===== config.mk =====
export PLATFORM = sky130hd
export DESIGN_NAME = seg7_scan_driver
export DESIGN_NICKNAME = d
export VERILOG_FILES = /design/src/rtl/seg7_pkg.sv /design/src/rtl/bcd_to_seg7.sv /design/src/rtl/seg7_scan_driver.sv
export SDC_FILE = /design/constraint.sdc
export NUM_CORES = 1
export LEC_CHECK = 0
export BUFFER_PORTS_ARGS = -buffer_cell sky130_fd_sc_hd__buf_2
export CORE_UTILIZATION = 58
export CTS_BUF_LIST = sky130_fd_sc_hd__clkbuf_16
export DETAILED_ROUTE_END_ITERATION = 7
export PLACE_DENSITY = 0.78
export SYNTH_ARGS = -nofsm -noshare
export SYNTH_HDL_FRONTEND = slang
export SYNTH_HIERARCHICAL = 1
export SYNTH_SLANG_ARGS = --single-unit

===== constraint.sdc =====
create_clock -name clk -period 4.9 [get_ports clk]
set_clock_uncertainty 0.15 [all_clocks]
set_input_delay 0.735 -clock clk [delete_from_list [all_inputs] [get_ports clk]]
set_output_delay 0.735 -clock clk [all_outputs]
set_load 0.02 [all_outputs]

===== src/rtl/seg7_pkg.sv =====
// Shared types and active-low segment encodings ({g,f,e,d,c,b,a}) for the
// seven-segment scan driver.
package seg7_pkg;

    localparam logic [6:0] SEG_BLANK = 7'b1111111;
    localparam logic [6:0] SEG_MINUS = 7'b0111111;
    localparam logic [6:0] SEG_E     = 7'b0000110;
    localparam logic [6:0] SEG_0     = 7'b1000000;
    localparam logic [6:0] SEG_1     = 7'b1111001;
    localparam logic [6:0] SEG_2     = 7'b0100100;
    localparam logic [6:0] SEG_3     = 7'b0110000;
    localparam logic [6:0] SEG_4     = 7'b0011001;
    localparam logic [6:0] SEG_5     = 7'b0010010;
    localparam logic [6:0] SEG_6     = 7'b0000010;
    localparam logic [6:0] SEG_7     = 7'b1111000;
    localparam logic [6:0] SEG_8     = 7'b0000000;
    localparam logic [6:0] SEG_9     = 7'b0010000;

    typedef logic [1:0] digit_idx_t;

    typedef enum logic {
        StGuard,
        StShow
    } scan_state_t;

    typedef struct packed {
        logic       sign;
        logic [3:0] hundreds;
        logic [3:0] tens;
        logic [3:0] ones;
    } disp_val_t;

endpackage


===== src/rtl/bcd_to_seg7.sv =====
// Combinational BCD to active-low seven-segment decoder; non-BCD codes show "E".
module bcd_to_seg7
    import seg7_pkg::*;
(
    input  logic [3:0] bcd,
    output logic [6:0] seg
);

    always_comb begin
        seg = SEG_E;
        unique case (bcd)
            4'd0:    seg = SEG_0;
            4'd1:    seg = SEG_1;
            4'd2:    seg = SEG_2;
            4'd3:    seg = SEG_3;
            4'd4:    seg = SEG_4;
            4'd5:    seg = SEG_5;
            4'd6:    seg = SEG_6;
            4'd7:    seg = SEG_7;
            4'd8:    seg = SEG_8;
            4'd9:    seg = SEG_9;
            default: seg = SEG_E;
        endcase
    end

endmodule


===== src/rtl/seg7_scan_driver.sv =====
// Four-digit multiplexed common-anode driver: sign + three BCD digits, frame-synchronous update.
// Define LEADING_ZERO_BLANK_EN to blank leading zeros on the hundreds and tens digits.
module seg7_scan_driver
    import seg7_pkg::*;
#(
    parameter int unsigned SCAN_DIV = 50000,
    parameter int unsigned GUARD    = 16
) (
    input  logic       clk,
    input  logic       rst,
    input  logic       load,
    input  logic       sign_in,
    input  logic [3:0] hundreds,
    input  logic [3:0] tens,
    input  logic [3:0] ones,
    output logic [3:0] an,
    output logic [6:0] seg,
    output logic       dp,
    output logic       frame
);

    localparam int unsigned CNT_W = (SCAN_DIV > 1) ? $clog2(SCAN_DIV) : 1;
    localparam logic [CNT_W-1:0] CNT_MAX    = CNT_W'(SCAN_DIV - 1);
    localparam logic [CNT_W-1:0] GUARD_LAST = CNT_W'(GUARD - 1);

    logic [CNT_W-1:0] cnt_q, cnt_d;
    digit_idx_t       idx_q, idx_d;
    scan_state_t      state_q, state_d;
    disp_val_t        pend_q, pend_d, shadow_q, shadow_d, in_val;
    logic [3:0]       an_d;
    logic [6:0]       seg_d, dig_seg;
    logic             frame_d, slot_end, frame_end;
    logic [3:0]       bcd_sel;
    logic             blank_sel, blank_h, blank_t;

    assign in_val    = '{sign: sign_in, hundreds: hundreds, tens: tens, ones: ones};
    assign slot_end  = (cnt_q == CNT_MAX);
    assign frame_end = slot_end && (idx_q == 2'd0);

    // Next-state: counters, capture registers and scan FSM.
    always_comb begin
        cnt_d    = slot_end ? '0 : cnt_q + 1'b1;
        idx_d    = slot_end ? idx_q - 1'b1 : idx_q;
        pend_d   = load ? in_val : pend_q;
        // pend_d already carries a coincident load, so it lands at this boundary.
        shadow_d = frame_end ? pend_d : shadow_q;
        state_d  = state_q;
        unique case (state_q)
            StGuard: if (cnt_q == GUARD_LAST) state_d = StShow;
            StShow:  if (slot_end) state_d = StGuard;
        endcase
    end

`ifdef LEADING_ZERO_BLANK_EN
    assign blank_h = (shadow_d.hundreds == 4'd0);
    assign blank_t = blank_h && (shadow_d.tens == 4'd0);
`else
    assign blank_h = 1'b0;
    assign blank_t = 1'b0;
`endif

    bcd_to_seg7 u_dec (
        .bcd (bcd_sel),
        .seg (dig_seg)
    );

    // Outputs are decoded from next-state so the registered pins line up with the slot counter.
    always_comb begin
        bcd_sel   = shadow_d.ones;
        blank_sel = 1'b0;
        unique case (idx_d)
            2'd2: begin
                bcd_sel   = shadow_d.hundreds;
                blank_sel = blank_h;
            end
            2'd1: begin
                bcd_sel   = shadow_d.tens;
                blank_sel = blank_t;
            end
            default: ;
        endcase

        an_d  = 4'b1111;
        seg_d = SEG_BLANK;
        if (state_d == StShow) begin
            an_d = ~(4'b0001 << idx_d);
            if (idx_d == 2'd3) begin
                seg_d = shadow_d.sign ? SEG_MINUS : SEG_BLANK;
            end else if (!blank_sel) begin
                seg_d = dig_seg;
            end
        end
        frame_d = (idx_d == 2'd0) && (cnt_d == CNT_MAX);
    end

    always_ff @(posedge clk) begin
        if (rst) begin
            cnt_q    <= '0;
            idx_q    <= 2'd3;
            state_q  <= StGuard;
            pend_q   <= '0;
            shadow_q <= '0;
            an       <= 4'b1111;
            seg      <= SEG_BLANK;
            frame    <= 1'b0;
        end else begin
            cnt_q    <= cnt_d;
            idx_q    <= idx_d;
            state_q  <= state_d;
            pend_q   <= pend_d;
            shadow_q <= shadow_d;
            an       <= an_d;
            seg      <= seg_d;
            frame    <= frame_d;
        end
    end

    assign dp = 1'b1;

endmodule

Word-level counts from Yosys, hierarchy flattened
Memories as Yosys holds them, arrays and structs flattened.
Index checks and enable logic that the tools add are counted.

word-level totals
  register bits after elaboration = 57
  bits in latches = 0
  RAM bits = 0
  memory bits (read-only) = 112
  input bits = 16
  output and inout bits = 13
  logic and storage cells = 42
  memories kept = 1

memories
  memory            words  width  rd ports  clocked after Yosys merged registers in  wr ports  line               source
  (name not given)  16     7      1         0                                        0         bcd_to_seg7.sv:11  unique case (bcd)

operators by class
  add/subtract/negate cells = 2
  $mul = 0
  divide/modulo/power cells = 0
  order comparisons = 0
  equal/unequal tests = 6
  shift operators = 1
  multiplexer cells = 10
  bitwise gates (word level) = 3
  reduce and logical (&&, ||, !) cells = 5

operators with widths
  cell                                                   count
  equality test 16 bit (second input constant)           2
  2-to-1 mux 13 bit                                      2
  adder 16 x 1 -> 16 bit (second input constant)         1
  equality test 16 x 4 -> 1 bit (second input constant)  1
  2-to-1 mux 16 bit                                      1
  2-to-1 mux 7 bit                                       2
  one-hot mux 4 bit (2 select lines)                     1
  equality test 2 bit (second input constant)            2
  logical NOT 2 bit                                      2
  inverter 4 bit                                         1
  left shift 1 x 2 -> 4 bit (first input constant)       1
  equality test 2 x 1 -> 1 bit (second input constant)   1
  logical AND 1 bit                                      2
  2-to-1 mux 1 bit                                       2
  2-to-1 mux 2 bit                                       1
  inverter 1 bit                                         2
  one-hot mux 1 bit (2 select lines)                     1
  OR reduction 2 bit                                     1
  subtractor 2 x 1 -> 2 bit (second input constant)      1

Longest topological paths before layout
An unclocked memory read counts as a cell.

  depth after elaboration = 6
  mapped depth = 14
  gate-level depth less buffers = 14

By module
Netlist, hierarchy kept.

modules (own cells, without submodules)
  module            times used  cells each  area each (um2)  seq. area each (um2)
  seg7_scan_driver  1           265         2583.7           1141.1
  bcd_to_seg7       1           27          191.4            0.0

Worst setup path after synthesis
OpenSTA, ideal clock, no wires.

  path type = register to register
  start = register cnt_q[5]
  end = register seg[2]
  setup time = 0.127 ns
  arrival = 3.387 ns
  required time = 4.623 ns
  setup slack = 1.236 ns
  stages on the path, launching flop included = 15
  path buffers = 2
  clock period less this slack = 3.664 ns
  cells stage by stage = dfxtp_1 > buf_6 > or3_4 > nor3_2 > nand2_1 > mux2_2 > ha_1 > clkbuf_1 > nand2_1 > o221ai_1 > inv_1 > ha_1 > nor3b_1 > a21o_1 > or3_1

between the ends
  longest elaborated chain between the ends = 6
  elaborated cells between the ends (all ways) = 16
  classes of those cells = eq/ne (5); mux (7); bitwise (1); reduce/logical (2); memory (1)

ends and longest elaborated chain
  what                                                        line                                            source
  start: declaration                                          seg7_scan_driver.sv:26                          logic [CNT_W-1:0] cnt_q, cnt_d;
  start signal: assignment                                    seg7_scan_driver.sv:107                         cnt_q <= cnt_d;
  equality test 16 bit *                                      seg7_scan_driver.sv:37                          assign slot_end = (cnt_q == CNT_MAX);
  2-to-1 mux 2 bit or logical AND 1 bit (tied branches)       seg7_scan_driver.sv:43, seg7_scan_driver.sv:38
  equality test 2 x 1 -> 1 bit, or another cell as far along  seg7_scan_driver.sv:71                          unique case (idx_d)
  one-hot mux 4 bit (2 select lines) *                        seg7_scan_driver.sv:71
  net bcd_sel[0]                                              seg7_scan_driver.sv:33                          logic [3:0] bcd_sel;
  memory (16 x 7 bit) *                                       -
  net dig_seg[2]                                              seg7_scan_driver.sv:31                          logic [6:0] seg_d, dig_seg;
  2-to-1 mux 7 bit *                                          seg7_scan_driver.sv:87                          if (idx_d == 2'd3) begin
  end signal: assignment                                      seg7_scan_driver.sv:113                         seg <= seg_d;
  end: declaration                                            seg7_scan_driver.sv:17                          output logic [6:0] seg,

Mark *: on every way through the listed nets, which the timed path passes. The rest lies on a longest branch.
A chain may end at the register's enable or synchronous reset.

Worst setup path in the final report
  start = register cnt_q[0]
  end = register seg[2]

The elaborated chain is that of the path after synthesis.

==> run metrics <==
r2r endpoint seg[2]$_SDFF_PP1_; Cell Chain, Critical Path ha_1 -> nand3_4 -> nor3_2 -> nand2_1 -> mux2_2 -> ha_1 -> nand2_1 -> o221ai_1 -> inv_1 -> ha_1 -> nor3b_1 -> a21o_1 -> or3_1; drt first pass iters 6; dpl hpwl 3720 um; vias in the first global route 1925; Finished Layout Cells 370; ANT nets after route 0; Final period util 82.1%; VDD IR-drop max 360 uV; post-synthesis compound-gate area fraction 9.92%; postcts setup bufs 0; gr ovfl total 0; via count 2096; core footprint 4470 sq um; sequential share of the synthesized area 41.1%; TritonCTS Sinks 57; Top delay family on crit path simple AND/OR/NAND/NOR gates; most frequent cells after synthesis 57 x dfxtp_1, 33 x nor2_1, 17 x nand2_1; maximum clock insertion buffer count 2; final net count 340; worst r2r path cells 13; gpl congestion 0.865; synth unique cells 58; Seq. cell area 1140 sq um; slowest stage cell, crit path dfxtp_1; launching point of the worst reg2reg path cnt_q[0]$_SDFF_PP0_; flop2flop setup slack 880 ps; # IOs 29; cell count after placement 354; CP Class reg2reg; WHS 351 ps; prevailing post-synth register cell dfxtp_1; Finish-stage setup viols 0; CTS buffer count 9; Total Wirelength 5410 um; max-cap viol count 0; CP most frequent cell ha_1; Finished Core Util 71.8%; WP data required 4950 ps; failing checks design-rule violations; Die H 71.2 um; CP Buf/Inv Count 1; Worst Tran Pin Value 850 ps; cell count after synthesis 292; Worst-Skew Late Latency 330 ps; Layout area overhead 15.8%; area of the mapped netlist 2780 sq um; first-pass GRT wire length 9210 um; IO Port Bufs 27; Post-Synth Adder-Cell Area 4.96%; WHS Endpoint pend_q[4]$_SDFF_PP0_; ANT cells 0; outcome finished, violations left; worst relative slew slack 43.4%; H-tree levels 3; mux cell area share after synthesis 9.42%; Final Hold Vio Count 0; share of post-route cells with drive strength above 1 20.8%; post-synthesis simple-gate area fraction 23.9%; TritonCTS clock tree done; count of cells along the worst hold path 2; most frequent cell after synthesis dfxtp_1; Avg WL per Cell 14.6 um; die width 71.2 um; Placed Area 2870 sq um; largest family of logic cells by synthesized area simple AND/OR/NAND/NOR gates; Achievable Freq 0.249 GHz; Synth async-reset ratio 0%; RSZ-0062 raised after global routing no; EDFF count, synth 0; setup TNS 0 ps; WP data arrival 4080 ps; DRC 2; Synth Warn # 6; initial antenna violation count 0; DR iter-0 viols 172; Tmin final 4020 ps; Syn Nets 319; Leak 1.37 nW; leading area contributor after synthesis dfxtp_1; top post-synthesis cells by area dfxtp_1 41%, mux2i_1 5.8%, ha_1 5.0%, nor2_1 4.5%, mux2_2 3.7%; HP Class reg2reg; fill count 331; post-route cell area 3210 sq um; largest net degree at the start of global routing 23; PostCTS Resize Cnt 0; hold_buf cts 0; maximum net fanout on the critical path 10; CP startpoint kind flip-flop; share of the synthesized area in the top cell type 41.1%; Synth Area in XOR/XNOR 4.73%; Avg Synthesized Cell Area 9.50 sq um; initial core utilization 62.0%; HP Start pend_q[4]$_SDFF_PP0_; Slew Viols, Final 0; Multi-input gate area 1470 sq um; FF+latch count, synth 57; Total GRT Usage 24.3%; vias per std cell 5.66; CTS clock-pin slew for the worst setup and hold paths 50 ps; power per cell area 382 nW/um^2; clock root buffer clkbuf_16; row cnt 24; Worst setup EP type flip-flop; die area 5070 sq um; largest incremental delay on the critical path 490 ps
## layout by cell type, fill, tap and decap left out, types with 3 or more instances in the layout
| cell | n |
|---|---|
| bufinv_16 | 3 |
| mux2i_1 | 16 |
| or3_1 | 9 |
| nor2b_1 | 3 |
| inv_1 | 11 |
| nor2_1 | 33 |
| nor3_1 | 3 |
| xor2_1 | 6 |
| dfxtp_1 | 57 |
| o221ai_1 | 4 |
| nand2b_1 | 3 |
| xnor2_1 | 9 |
| nand4_1 | 10 |
| nand2_1 | 17 |
| nand3_1 | 5 |
| clkbuf_16 | 9 |
| buf_2 | 27 |
| o2111ai_1 | 4 |
| nor4_1 | 3 |
| and2_1 | 10 |
| ha_1 | 11 |
| mux2_2 | 9 |
| a21oi_1 | 8 |
| o211a_1 | 4 |
## worst max-delay path by stage
stage,endpoint,cells after the start,start
2_1_floorplan,seg[2]$_SDFF_PP1_,14,cnt_q[5]$_SDFF_PP0_
3_3_place_gp,seg[4]$_SDFF_PP1_,11,cnt_q[0]$_SDFF_PP0_
3_5_place_dp,seg[2]$_SDFF_PP1_,13,cnt_q[0]$_SDFF_PP0_
4_1_cts,seg[2]$_SDFF_PP1_,13,cnt_q[0]$_SDFF_PP0_
5_1_grt,seg[3]$_SDFF_PP1_,13,cnt_q[0]$_SDFF_PP0_
6_report,seg[2]$_SDFF_PP1_,13,cnt_q[0]$_SDFF_PP0_
## area by class of cell
type	instances	area share, %
Sequential cell	57	35.5
Multi-Input combinational cell	204	45.8
Clock inverter	7	3.70
Tap cell	52	2.02
Timing Repair Buffer	28	4.44
Clock buffer	9	7.01
Inverter	13	1.52
## per-stage QoR
step | total power [mW] | setup WS [ps]
finish | 1.23 | 876
global route | 1.26 | 547
CTS | 1.23 | 917
detailed placement | 0.525 | 927
global placement | 0.523 | 1100
floorplan | 0.513 | 1240
## tightest hold or removal path, delay by kind of cell, from the launching register on
| kind | cells | cell delay [ps] |
|---|---|---|
| DFF | 1 | 300 |
| and+or+nand+nor | 1 | 90 |
| muxes | 1 | 80 |
## power by group
group          internal [mW]  leakage (nW)  switching, mW
clock                  0.495         0.162          0.215
sequential             0.472         0.463        0.00624
combinational         0.0169         0.744         0.0200
total                  0.985          1.37          0.242
## registers in the layout, indices dropped and copies added (netlist names)
signal,cells
frame,1
cnt_q,16
shadow_q,13
an,4
pend_q,13
seg,7
state_q,1
idx_q,2
## cell families (layout without fill, tap and decap cells)
group                    after synthesis  count (layout)
XOR/XNOR                              15              15
other                                  1               1
multiplexers                          25              25
flip-flops                            57              57
adder cells (fa/ha/maj)               11              11
AO/OA/AOI/OAI                         36              36
AND/OR/NAND/NOR                      116             116
buffers and inverters                 31              57
## layer usage
layer | track usage [%] | wire length, um
met4 | 10.2 | 48
met3 | 8.97 | 393
met2 | 34.7 | 2300
met5 | 0 | 0
met1 | 32.8 | 2670
(Power assumes the default switching activity.)
